## src/rtl/debug_ctrl_pkg.sv

```systemverilog
// Shared types and default constants for the debug-state button controller.
package debug_ctrl_pkg;

    // Defaults sized for a 50 MHz board clock: 5 ms debounce, 1 s long press.
    localparam int unsigned DBG_DEBOUNCE_DEF   = 250000;
    localparam int unsigned DBG_LONG_DEF       = 50000000;
    localparam int unsigned DBG_NUM_STATES_DEF = 4;

    // Press-classification FSM states.
    typedef enum logic [2:0] {
        ST_IDLE,
        ST_PRESS_WAIT,
        ST_HELD,
        ST_LONG_HELD,
        ST_RELEASE_WAIT
    } dbg_fsm_t;

endpackage

```

## src/rtl/sync_2ff.sv

```systemverilog
// Two-flop synchronizer for an asynchronous single-bit board input.
// Asynchronous active-high reset clears both stages to 0.
module sync_2ff (
    input  logic clk,
    input  logic rst,
    input  logic d_i,
    output logic q_o
);

    logic meta_q;
    logic sync_q;

    // Shift the raw input through two flops to resolve metastability.
    always_ff @(posedge clk or posedge rst) begin
        if (rst) begin
            meta_q <= 1'b0;
            sync_q <= 1'b0;
        end else begin
            meta_q <= d_i;
            sync_q <= meta_q;
        end
    end

    assign q_o = sync_q;

endmodule

```

## src/rtl/debug_mode_ctrl.sv

```systemverilog
// Debug-state controller: synchronizes and debounces a push-button,
// classifies each press as short or long and sequences a small debug
// state register. A short press advances the state (with wrap); a long
// press returns to state 0.
// Build option DEBUG_LONG_REVERSE_EN: a long press steps the state
// backward (with wrap) and always pulses state_changed.
module debug_mode_ctrl
    import debug_ctrl_pkg::*;
#(
    parameter int unsigned DEBOUNCE_CYCLES = DBG_DEBOUNCE_DEF,
    parameter int unsigned LONG_CYCLES     = DBG_LONG_DEF,
    parameter int unsigned NUM_STATES      = DBG_NUM_STATES_DEF
) (
    input  logic                          clk,
    input  logic                          rst,
    input  logic                          btn_raw,
    output logic [$clog2(NUM_STATES)-1:0] d_state,
    output logic                          state_changed,
    output logic                          btn_level
);

    localparam int unsigned SW = $clog2(NUM_STATES);
    localparam int unsigned DW = $clog2(DEBOUNCE_CYCLES);
    localparam int unsigned HW = $clog2(LONG_CYCLES);

    // Terminal counts; counters stop here rather than wrapping.
    localparam logic [DW-1:0] D_LAST = DW'(DEBOUNCE_CYCLES - 1);
    localparam logic [HW-1:0] H_LAST = HW'(LONG_CYCLES - 1);
    localparam logic [SW-1:0] S_LAST = SW'(NUM_STATES - 1);

    logic          btn_s;

    dbg_fsm_t      fsm_q,       fsm_d;
    logic [DW-1:0] dcnt_q,      dcnt_d;
    logic [HW-1:0] hcnt_q,      hcnt_d;
    logic          long_seen_q, long_seen_d;
    logic [SW-1:0] d_state_q,   d_state_d;
    logic          changed_q,   changed_d;
    logic          level_q,     level_d;

    sync_2ff u_btn_sync (
        .clk (clk),
        .rst (rst),
        .d_i (btn_raw),
        .q_o (btn_s)
    );

    // Next-state logic: debounce, hold timing and the short/long actions.
    always_comb begin
        fsm_d       = fsm_q;
        dcnt_d      = dcnt_q;
        hcnt_d      = hcnt_q;
        long_seen_d = long_seen_q;
        d_state_d   = d_state_q;
        changed_d   = 1'b0;
        level_d     = level_q;

        unique case (fsm_q)
            ST_IDLE: begin
                if (btn_s) begin
                    fsm_d  = ST_PRESS_WAIT;
                    dcnt_d = '0;
                end
            end

            ST_PRESS_WAIT: begin
                if (!btn_s) begin
                    fsm_d = ST_IDLE;
                end else if (dcnt_q == D_LAST) begin
                    fsm_d   = ST_HELD;
                    level_d = 1'b1;
                    hcnt_d  = '0;
                end else begin
                    dcnt_d = dcnt_q + 1'b1;
                end
            end

            ST_HELD: begin
                if (!btn_s) begin
                    fsm_d       = ST_RELEASE_WAIT;
                    dcnt_d      = '0;
                    long_seen_d = 1'b0;
                end else if (hcnt_q == H_LAST) begin
                    fsm_d = ST_LONG_HELD;
`ifdef DEBUG_LONG_REVERSE_EN
                    d_state_d = (d_state_q == '0) ? S_LAST : d_state_q - 1'b1;
                    changed_d = 1'b1;
`else
                    d_state_d = '0;
                    changed_d = (d_state_q != '0);
`endif
                end else begin
                    hcnt_d = hcnt_q + 1'b1;
                end
            end

            ST_LONG_HELD: begin
                if (!btn_s) begin
                    fsm_d       = ST_RELEASE_WAIT;
                    dcnt_d      = '0;
                    long_seen_d = 1'b1;
                end
            end

            ST_RELEASE_WAIT: begin
                // A release bounce resumes the held state with hcnt intact,
                // so bouncing neither restarts nor advances long-press timing.
                if (btn_s) begin
                    fsm_d = long_seen_q ? ST_LONG_HELD : ST_HELD;
                end else if (dcnt_q == D_LAST) begin
                    fsm_d   = ST_IDLE;
                    level_d = 1'b0;
                    if (!long_seen_q) begin
                        d_state_d = (d_state_q == S_LAST) ? '0 : d_state_q + 1'b1;
                        changed_d = 1'b1;
                    end
                end else begin
                    dcnt_d = dcnt_q + 1'b1;
                end
            end

            default: begin
                fsm_d = ST_IDLE;
            end
        endcase
    end

    // State, counters and registered outputs.
    always_ff @(posedge clk or posedge rst) begin
        if (rst) begin
            fsm_q       <= ST_IDLE;
            dcnt_q      <= '0;
            hcnt_q      <= '0;
            long_seen_q <= 1'b0;
            d_state_q   <= '0;
            changed_q   <= 1'b0;
            level_q     <= 1'b0;
        end else begin
            fsm_q       <= fsm_d;
            dcnt_q      <= dcnt_d;
            hcnt_q      <= hcnt_d;
            long_seen_q <= long_seen_d;
            d_state_q   <= d_state_d;
            changed_q   <= changed_d;
            level_q     <= level_d;
        end
    end

    assign d_state       = d_state_q;
    assign state_changed = changed_q;
    assign btn_level     = level_q;

endmodule
```

## config.mk

```make
export PLATFORM = sky130hd
export DESIGN_NAME = debug_mode_ctrl
export DESIGN_NICKNAME = d
export VERILOG_FILES = /design/src/rtl/debug_ctrl_pkg.sv /design/src/rtl/sync_2ff.sv /design/src/rtl/debug_mode_ctrl.sv
export SDC_FILE = /design/constraint.sdc
export NUM_CORES = 1
export LEC_CHECK = 0
export ABC_AREA = 1
export CAP_MARGIN = 20
export CORE_ASPECT_RATIO = 1.5
export CORE_MARGIN = 1.5
export CORE_UTILIZATION = 40
export CTS_CLUSTER_DIAMETER = 100
export DETAILED_ROUTE_END_ITERATION = 7
export GPL_ROUTABILITY_DRIVEN = 1
export SLEW_MARGIN = 20
export SYNTH_ARGS = -nofsm -noshare
export SYNTH_HDL_FRONTEND = slang
export SYNTH_SLANG_ARGS = --single-unit
```

## constraint.sdc

```tcl
create_clock -name clk -period 2.4 [get_ports clk]
set_input_delay 0.48 -clock clk [delete_from_list [all_inputs] [get_ports clk]]
set_output_delay 0.48 -clock clk [all_outputs]
set_load 0.05 [all_outputs]
```

**Word level (Yosys, flattened, before mapping)**

Index checks and enable logic that the tools add are counted.

- Multipliers: 0
- Equality and inequality tests: 22
- Divide/modulo/power cells: 0
- Reduce and logical (&&, ||, !) cells: 14
- Order comparisons: 0
- Shift operators: 0
- Multiplexer cells: 42
- Add/sub/neg operators: 3
- Bitwise operators: 0

Operator list:

| kind | count |
|---|---|
| 2-to-1 mux 26 bit | 4 |
| 2-to-1 mux 18 bit | 5 |
| case mux 18 bit (4 select lines) | 1 |
| case mux 26 bit (2 select lines) | 1 |
| adder 26 x 1 -> 26 bit (second input constant) | 1 |
| == test 26 bit (second input constant) | 1 |
| 2-to-1 mux 3 bit | 8 |
| AND reduction 5 bit | 4 |
| adder 18 x 1 -> 18 bit (second input constant) | 1 |
| == test 18 bit (second input constant) | 1 |
| != test 2 bit (second input constant) | 9 |
| case mux 3 bit (5 select lines) | 1 |
| 2-to-1 mux 1 bit | 12 |
| 2-to-1 mux 2 bit | 6 |
| nonzero test 2 bit | 5 |
| == test 3 x 2 -> 1 bit (second input constant) | 2 |
| != test 2 x 1 -> 1 bit (second input constant) | 3 |
| != test 3 bit (second input constant) | 2 |
| case mux 1 bit (2 select lines) | 3 |
| AND reduction 6 bit | 1 |
| case mux 2 bit (2 select lines) | 1 |
| nonzero test 4 bit | 1 |
| == test 3 x 1 -> 1 bit (second input constant) | 1 |
| == test 3 bit (second input constant) | 1 |
| 6 further kinds | 6 |

- Memory bits (read-only): 0
- Logic and storage cells: 90
- Bits in latches: 0
- Register bits: 54
- Memories kept: 0
- RAM bits: 0

**Longest topological paths before layout**

Gate-level depths: netlist of the first run.

- Word-level depth: 6
- Gate-level depth with buffers: 11

**Modules after synthesis**

A second synthesis of the first run with hierarchy kept.

- Cell total of the unflattened synthesis: 535
- Area total of the unflattened synthesis: 3559.7 um^2

By module, submodules not included:

| module | seq. area each (um^2) | area an instance (um^2) | cells an instance | instances |
|---|---|---|---|---|
| debug_mode_ctrl | 1301.2 | 3505.9 | 532 | 1 |
| sync_2ff | 50.0 | 53.8 | 3 | 1 |

**Worst setup path before layout of the first run**

Ideal clock, no wire load.

- Path kind: register -> register
- Start point: register dcnt_q[0]
- End point: register hcnt_q[8]
- Library setup time: 0.123 ns
- Arrival time: 1.532 ns
- Required time: 2.277 ns
- Path slack: 0.745 ns
- Cell stages (with the launch flop): 10
- Clock period less this slack: 1.655 ns
- Cells stage by stage: dfrtp_1 ha_1 nand3_4 nor2_2 nand3_1 nand2_2 nand3_4 buf_6 nand2_1 o21ai_1

- Cells in the longest elaborated chain, start to end: 3

RTL lines:

| what | line | source |
|---|---|---|
| start: declaration | debug_mode_ctrl.sv:34 | `logic [DW-1:0] dcnt_q, dcnt_d;` |
| start signal: assignment | debug_mode_ctrl.sv:140 | `dcnt_q <= dcnt_d;` |
| == test 18 bit | debug_mode_ctrl.sv:69 | `end else if (dcnt_q == D_LAST) begin` |
| != test 2 bit (no line) | -- |  |
| AND reduction 5 bit (no line) | -- |  |
| end signal: assignment | debug_mode_ctrl.sv:141 | `hcnt_q <= hcnt_d;` |
| end: declaration | debug_mode_ctrl.sv:35 | `logic [HW-1:0] hcnt_q, hcnt_d;` |

No other way between the ends.
A chain may end at the register's enable or synchronous reset.

**Final worst setup path of the first run**

- Start point: register dcnt_q[0]
- End point: register hcnt_q[3]

Same word-level chain as after synthesis.

==> results of run 1 <==
==> worst paths after layout <==
check,from,endpoint,slack [ns],cells after the start
max in group asynchronous,rst,hcnt_q[8],1.60,3
setup reg to reg,dcnt_q[0],hcnt_q[3],0.33,8
hold reg to reg,u_btn_sync.meta_q,u_btn_sync.q_o,0.35,0
min in group asynchronous,rst,dcnt_q[14],0.55,3
hold / removal,u_btn_sync.meta_q,u_btn_sync.q_o,0.35,0
setup / recovery,dcnt_q[0],hcnt_q[3],0.33,8
==> layer usage <==
| metal | up-vias | track usage (%) |
|---|---|---|
| li1 | 1602 | - |
| met1 | 1432 | 20.00 |
| met2 | 45 | 33.32 |
| met3 | 15 | 2.548 |
| met4 | 0 | 8.082 |
| met5 | - | 0 |
==> cells in the mapped netlist, drive strengths merged, types with 4 or more instances <==
library cell | number | area share, %
buf | 8 | 1.7
dfrtp | 54 | 38
ha | 4 | 1.4
inv | 50 | 5.3
nand2 | 166 | 18
nand3 | 55 | 8.6
nand3b | 8 | 1.7
nand4 | 17 | 3.2
nor2 | 52 | 6.6
nor3 | 9 | 1.7
o21ai | 36 | 5.9
or2 | 4 | 0.71
xor2 | 15 | 3.7
==> sequential cells by signal, summed over array words and instances (netlist names) <==
| signal | flops |
|---|---|
| hcnt_q | 26 |
| dcnt_q | 18 |
| fsm_q | 3 |
| d_state | 2 |
| btn_level | 1 |
| long_seen_q | 1 |
| state_changed | 1 |
| u_btn_sync.meta_q | 1 |
| u_btn_sync.q_o | 1 |
==> layout make-up <==
| cell class | instances | area [sq um] | share of cell area [%] |
|---|---|---|---|
| Multi-Input combinational cell | 379 | 1928 | 50.11 |
| Tap cell | 107 | 133.9 | 3.480 |
| Inverter | 50 | 187.7 | 4.878 |
| Clock buffer | 6 | 138.9 | 3.610 |
| Sequential cell | 54 | 1351 | 35.12 |
| Clock inverter | 2 | 12.51 | 0.3252 |
| Timing Repair Buffer | 9 | 95.09 | 2.472 |
==> per-stage QoR <==
step | setup slack (ns) | instance area, sq um | power (mW)
after CTS | 0.3161 | 3847 | 2.476
after floorplan | 0.6054 | 3540 | 1.593
after detailed placement | 0.3352 | 3696 | 1.714
final | 0.3306 | 3847 | 2.441
after global placement | 0.3950 | 3696 | 1.705
after global routing | 0.1063 | 3847 | 2.601
==> worst register-to-register path, cell delays in order (launching register included) <==
cell	delay [ns]
dfrtp_1	0.43
ha_1	0.33
nand3_4	0.14
nor2_2	0.14
nand3_1	0.14
nand2_2	0.14
nand3_4	0.36
nand2_1	0.21
o21ai_2	0.07
==> logic make-up (layout without fill, tap and decap cells) <==
logic type               count (synthesis)  in the layout  share of synthesized area (%)
XOR/XNOR                                18             18                          4.454
flip-flops                              54             54                          38.18
buffers and inverters                   61             67                          7.352
AND/OR/NAND/NOR                        315            315                          41.50
AO/OA/AOI/OAI                           42             42                          7.106
adder cells (fa/ha/maj)                  4              4                          1.414
==> where the power goes <==
part | internal (mW) | switching, mW
Sequential | 0.965 | 0.0713
Combinational | 0.162 | 0.489
Clock | 0.414 | 0.339
==> impl_metrics.ini, run 1 <==
[status]
status = completed

[worst_setup_path]
cp-start-kind = register
crit_path_frequent_cell = nand3_4
endpoint_kind = register
path_buf_inv = 0
required_ns = 2.58
critPathArrivalTime_ns = 2.25
crit_fanout = 35
max_stage_delay_ns = 0.43
crit_type = reg2reg
slowest_stage = dfrtp_1
path_cells = ha_1, nand3_4, nor2_2, nand3_1, nand2_2, nand3_4, nand2_1, o21ai_2
critical-path-top-delay-family = simple AND/OR/NAND/NOR gates

[die]
rows = 41
start_util_pct = 41.57
die_w_um = 79.81
core-area_sq_um = 8516
die_h_um = 118.2
die_area_sq_um = 9434
io-pin-count = 7

[place]
gp_congestion = 0.8416
hpwl_um = 5801
dp.cells = 599
portBuffers = 6

[sta]
min_period_ns = 2.069
rsz0062_at_grt = no
finalClockSkew_ns = 0.005210
post-route-period-util_pct = 86.23
fmax_ghz = 0.4832
tightest_slew_ns = 0.5011
whs_ns = 0.3500
hold_viol = 0
setup_viol = 0
fin_tns_setup_ns = 0
slew_viol_final = 0
slew_headroom_pct = 66.49

[yosys]
ys_ff_latch = 54
syn-instance-count = 494
synth.net_count = 501
ys.warnings.count = 0
ys_types = 36
yosysSeqAreaShare_pct = 38.18
ys.flop_type = dfrtp_1
postSynth.asyncResetShare_pct = 100.0
synth_edf_count = 0
synth_area_sq_um = 3540
avgSynthCellArea_sq_um = 7.165

[clocking]
clkSinkCount = 54
htree_levels = 2
cts-root-buf = clkbuf_16
post_cts_resized = 0
holdBufCountCts = 0
post_cts_buffers = 0
cts_buffer_depth = 2
cts_made_buffers = 5
worst_skew_pair.late_latency_ns = 0.29
cts_tree = yes
clkTransAtPathRegs_ns = 0.07

[global_route]
grt_overflow = 0
antenna_found_initial = 0
grt_usage_pct = 18.12
grt_pass1_wl_um = 13620
grt_max_degree = 55
grt_pass1_vias = 3095

[detailed_routing]
postRouteAntennaNets = 0
wl_met1_um = 3273
wl_met2_um = 4194
wl_um = 7843
via_per_inst = 5.097
routed-wl-met3_um = 174
routedWlPerCell_um = 12.92
drcViolationCount = 0
vias = 3094
maxUsedRoutingLayer = met4
drt-pass1-iter-count = 4
drtIter0Drc = 117

[pwr]
leakage_nw = 1.660
cellPowerDensity_nw_per_um2 = 634.4
ir_worst_vdd_mv = 0.3236

[final_layout]
final_cell_mix = nand2_1, dfrtp_1, nand3_1
fin_cells = 607
fillers = 891
area_growth_pct = 8.696
drive_gt1_share_pct = 10.80
num_antenna_cells = 0
fin_util_pct = 45.18
fin_nets = 506
final_common_cell = nand2_1

[worst_hold_path]
hold_class = reg2reg

[job]
maxCapViolations = 0
Note: power is estimated with default switching activity, not from simulation.
==> run 2: changes to the inputs <==
Settings changed: DONT_BUFFER_PORTS set to 1.
==> run 2 against run 1 <==
Effect of this change:
- wire length is 0.42% lower
- non-clock buffer count is 4 lower
- register-to-register slack about the same
- clock skew rose by 0.00096 ns
- clock power rose by 9.3%
- combinational power about the same
- core utilization fell by 0.37 points
- die area did not move
- critical endpoint is now dcnt_q[16]
- highest routed layer unchanged
==> impl_metrics.ini, run 2 (synthesized netlist as in run 1, its figures left out) <==
[status]
status = completed

[clocking]
cts_buffer_depth = 2
clkSinkCount = 54
cts_tree = yes
clkTransAtPathRegs_ns = 0.07
worst_skew_pair.late_latency_ns = 0.29
cts-root-buf = clkbuf_16
post_cts_buffers = 0
holdBufCountCts = 0
post_cts_resized = 0
cts_made_buffers = 5
htree_levels = 2

[global_route]
antenna_found_initial = 0
grt_pass1_vias = 3088
grt_max_degree = 36
grt_overflow = 0
grt_pass1_wl_um = 13870
grt_usage_pct = 18.16

[final_layout]
fin_util_pct = 44.81
largest_reg_flops = 26
final_cell_mix = nand2_1, dfrtp_1, nand3_1
fin_cells = 603
regMostFlops = hcnt_q
fin_nets = 502
final_common_cell = nand2_1
area_growth_pct = 7.812
finalInstanceArea_sq_um = 3816
num_antenna_cells = 0
reg.largest.list = hcnt_q: 26 flops, dcnt_q: 18 flops, fsm_q: 3 flops
drive_gt1_share_pct = 11.29

[worst_setup_path]
path_buf_inv = 1
cp-start-kind = register
endpoint_kind = register
slowest_stage = dfrtp_1
path_cells = ha_1, nand3_4, nor2_2, nand4_1, nand2_2, inv_2, nand3_1, o21ai_0
critical-path-top-delay-family = simple AND/OR/NAND/NOR gates
crit_type = reg2reg
max_stage_delay_ns = 0.43
critPathArrivalTime_ns = 2.23
required_ns = 2.58
crit_fanout = 27

[pwr]
power_frac_seq_pct = 41.3
power.internal_mw = 1.621
power.switching_mw = 0.8874
ir_worst_vdd_mv = 0.3117
power_frac_comb_pct = 25.9
cellPowerDensity_nw_per_um2 = 657.4
swShare_pct = 35.38
finalPower_mw = 2.509
clockPowerShare_pct = 32.8
leakage_nw = 1.659

[place]
placed_area_sq_um = 3651
gp_congestion = 0.8626
dp_slack_ns = 0.3604
portBuffers = 0
dp.cells = 595
hpwl_um = 5827

[detailed_routing]
drtIter0Drc = 108
maxUsedRoutingLayer = met4
routed-wl-met3_um = 169
drt-pass1-iter-count = 4
postRouteAntennaNets = 0
wl_um = 7810
drcViolationCount = 0
wl_met1_um = 3277
wl_met2_um = 4192
vias = 3110
via_per_inst = 5.158
routedWlPerCell_um = 12.95

[sta]
post-route-period-util_pct = 85.66
tightest_slew_ns = 0.5463
finalClockSkew_ns = 0.006166
hold_viol = 0
fmax_ghz = 0.4864
setup_viol = 0
min_period_ns = 2.056
slew_headroom_pct = 63.58
rsz0062_at_grt = no
whs_ns = 0.07485
setup_ws_ns = 0.3443
fin_tns_setup_ns = 0
slew_viol_final = 0

[die]
die_area_sq_um = 9434
io-pin-count = 7
rows = 41
die_h_um = 118.2
start_util_pct = 41.57
die_w_um = 79.81
core-area_sq_um = 8516

[job]
maxCapViolations = 0

[worst_hold_path]
hold_class = in2async
run 2: area by class of cell:
| type | instances | area [sq um] |
|---|---|---|
| Clock inverter | 3 | 40.04 |
| Tap cell | 107 | 133.9 |
| Sequential cell | 54 | 1351 |
| Inverter | 50 | 187.7 |
| Fill cell | 900 | 4700 |
| Clock buffer | 5 | 125.1 |
| Multi-Input combinational cell | 379 | 1928 |
| Timing Repair Buffer | 5 | 50.05 |
run 2: power groups by stage:
stage	sequential, mW	clock, mW	combinational, mW
2_1_floorplan	1.04	0	0.555
6_report	1.04	0.823	0.649
3_3_place_gp	1.05	0	0.646
3_5_place_dp	1.05	0	0.655
5_1_grt	1.05	0.890	0.738
4_1_cts	1.04	0.844	0.656
run 2: path summary, 6_finish.rpt:
| kind | slack [ns] | from | to | depth (start not counted) |
|---|---|---|---|---|
| max | 0.34 | dcnt_q[0] | dcnt_q[16] | 8 |
| min | 0.07 | rst | dcnt_q[15] | 1 |
| max reg2reg | 0.34 | dcnt_q[0] | dcnt_q[16] | 8 |
| min reg2reg | 0.35 | u_btn_sync.meta_q | u_btn_sync.q_o | 0 |
| max in group asynchronous | 1.78 | rst | fsm_q[1] | 2 |
| min in group clk | 0.21 | btn_raw | u_btn_sync.meta_q | 0 |
run 2: per-layer routing:
metal | up-vias | GRT usage, %
met5 | - | 0
met4 | 0 | 6.897
met3 | 12 | 2.780
met2 | 43 | 33.37
met1 | 1461 | 20.47
li1 | 1594 | -
run 2: worst reg2reg max path, stage by stage, from the launching register on:
cell and delay [ns]:
dfrtp_1 0.43, ha_1 0.34, nand3_4 0.14, nor2_2 0.14, nand4_1 0.11, nand2_2 0.38, inv_2 0.21, nand3_1 0.10
o21ai_0 0.08
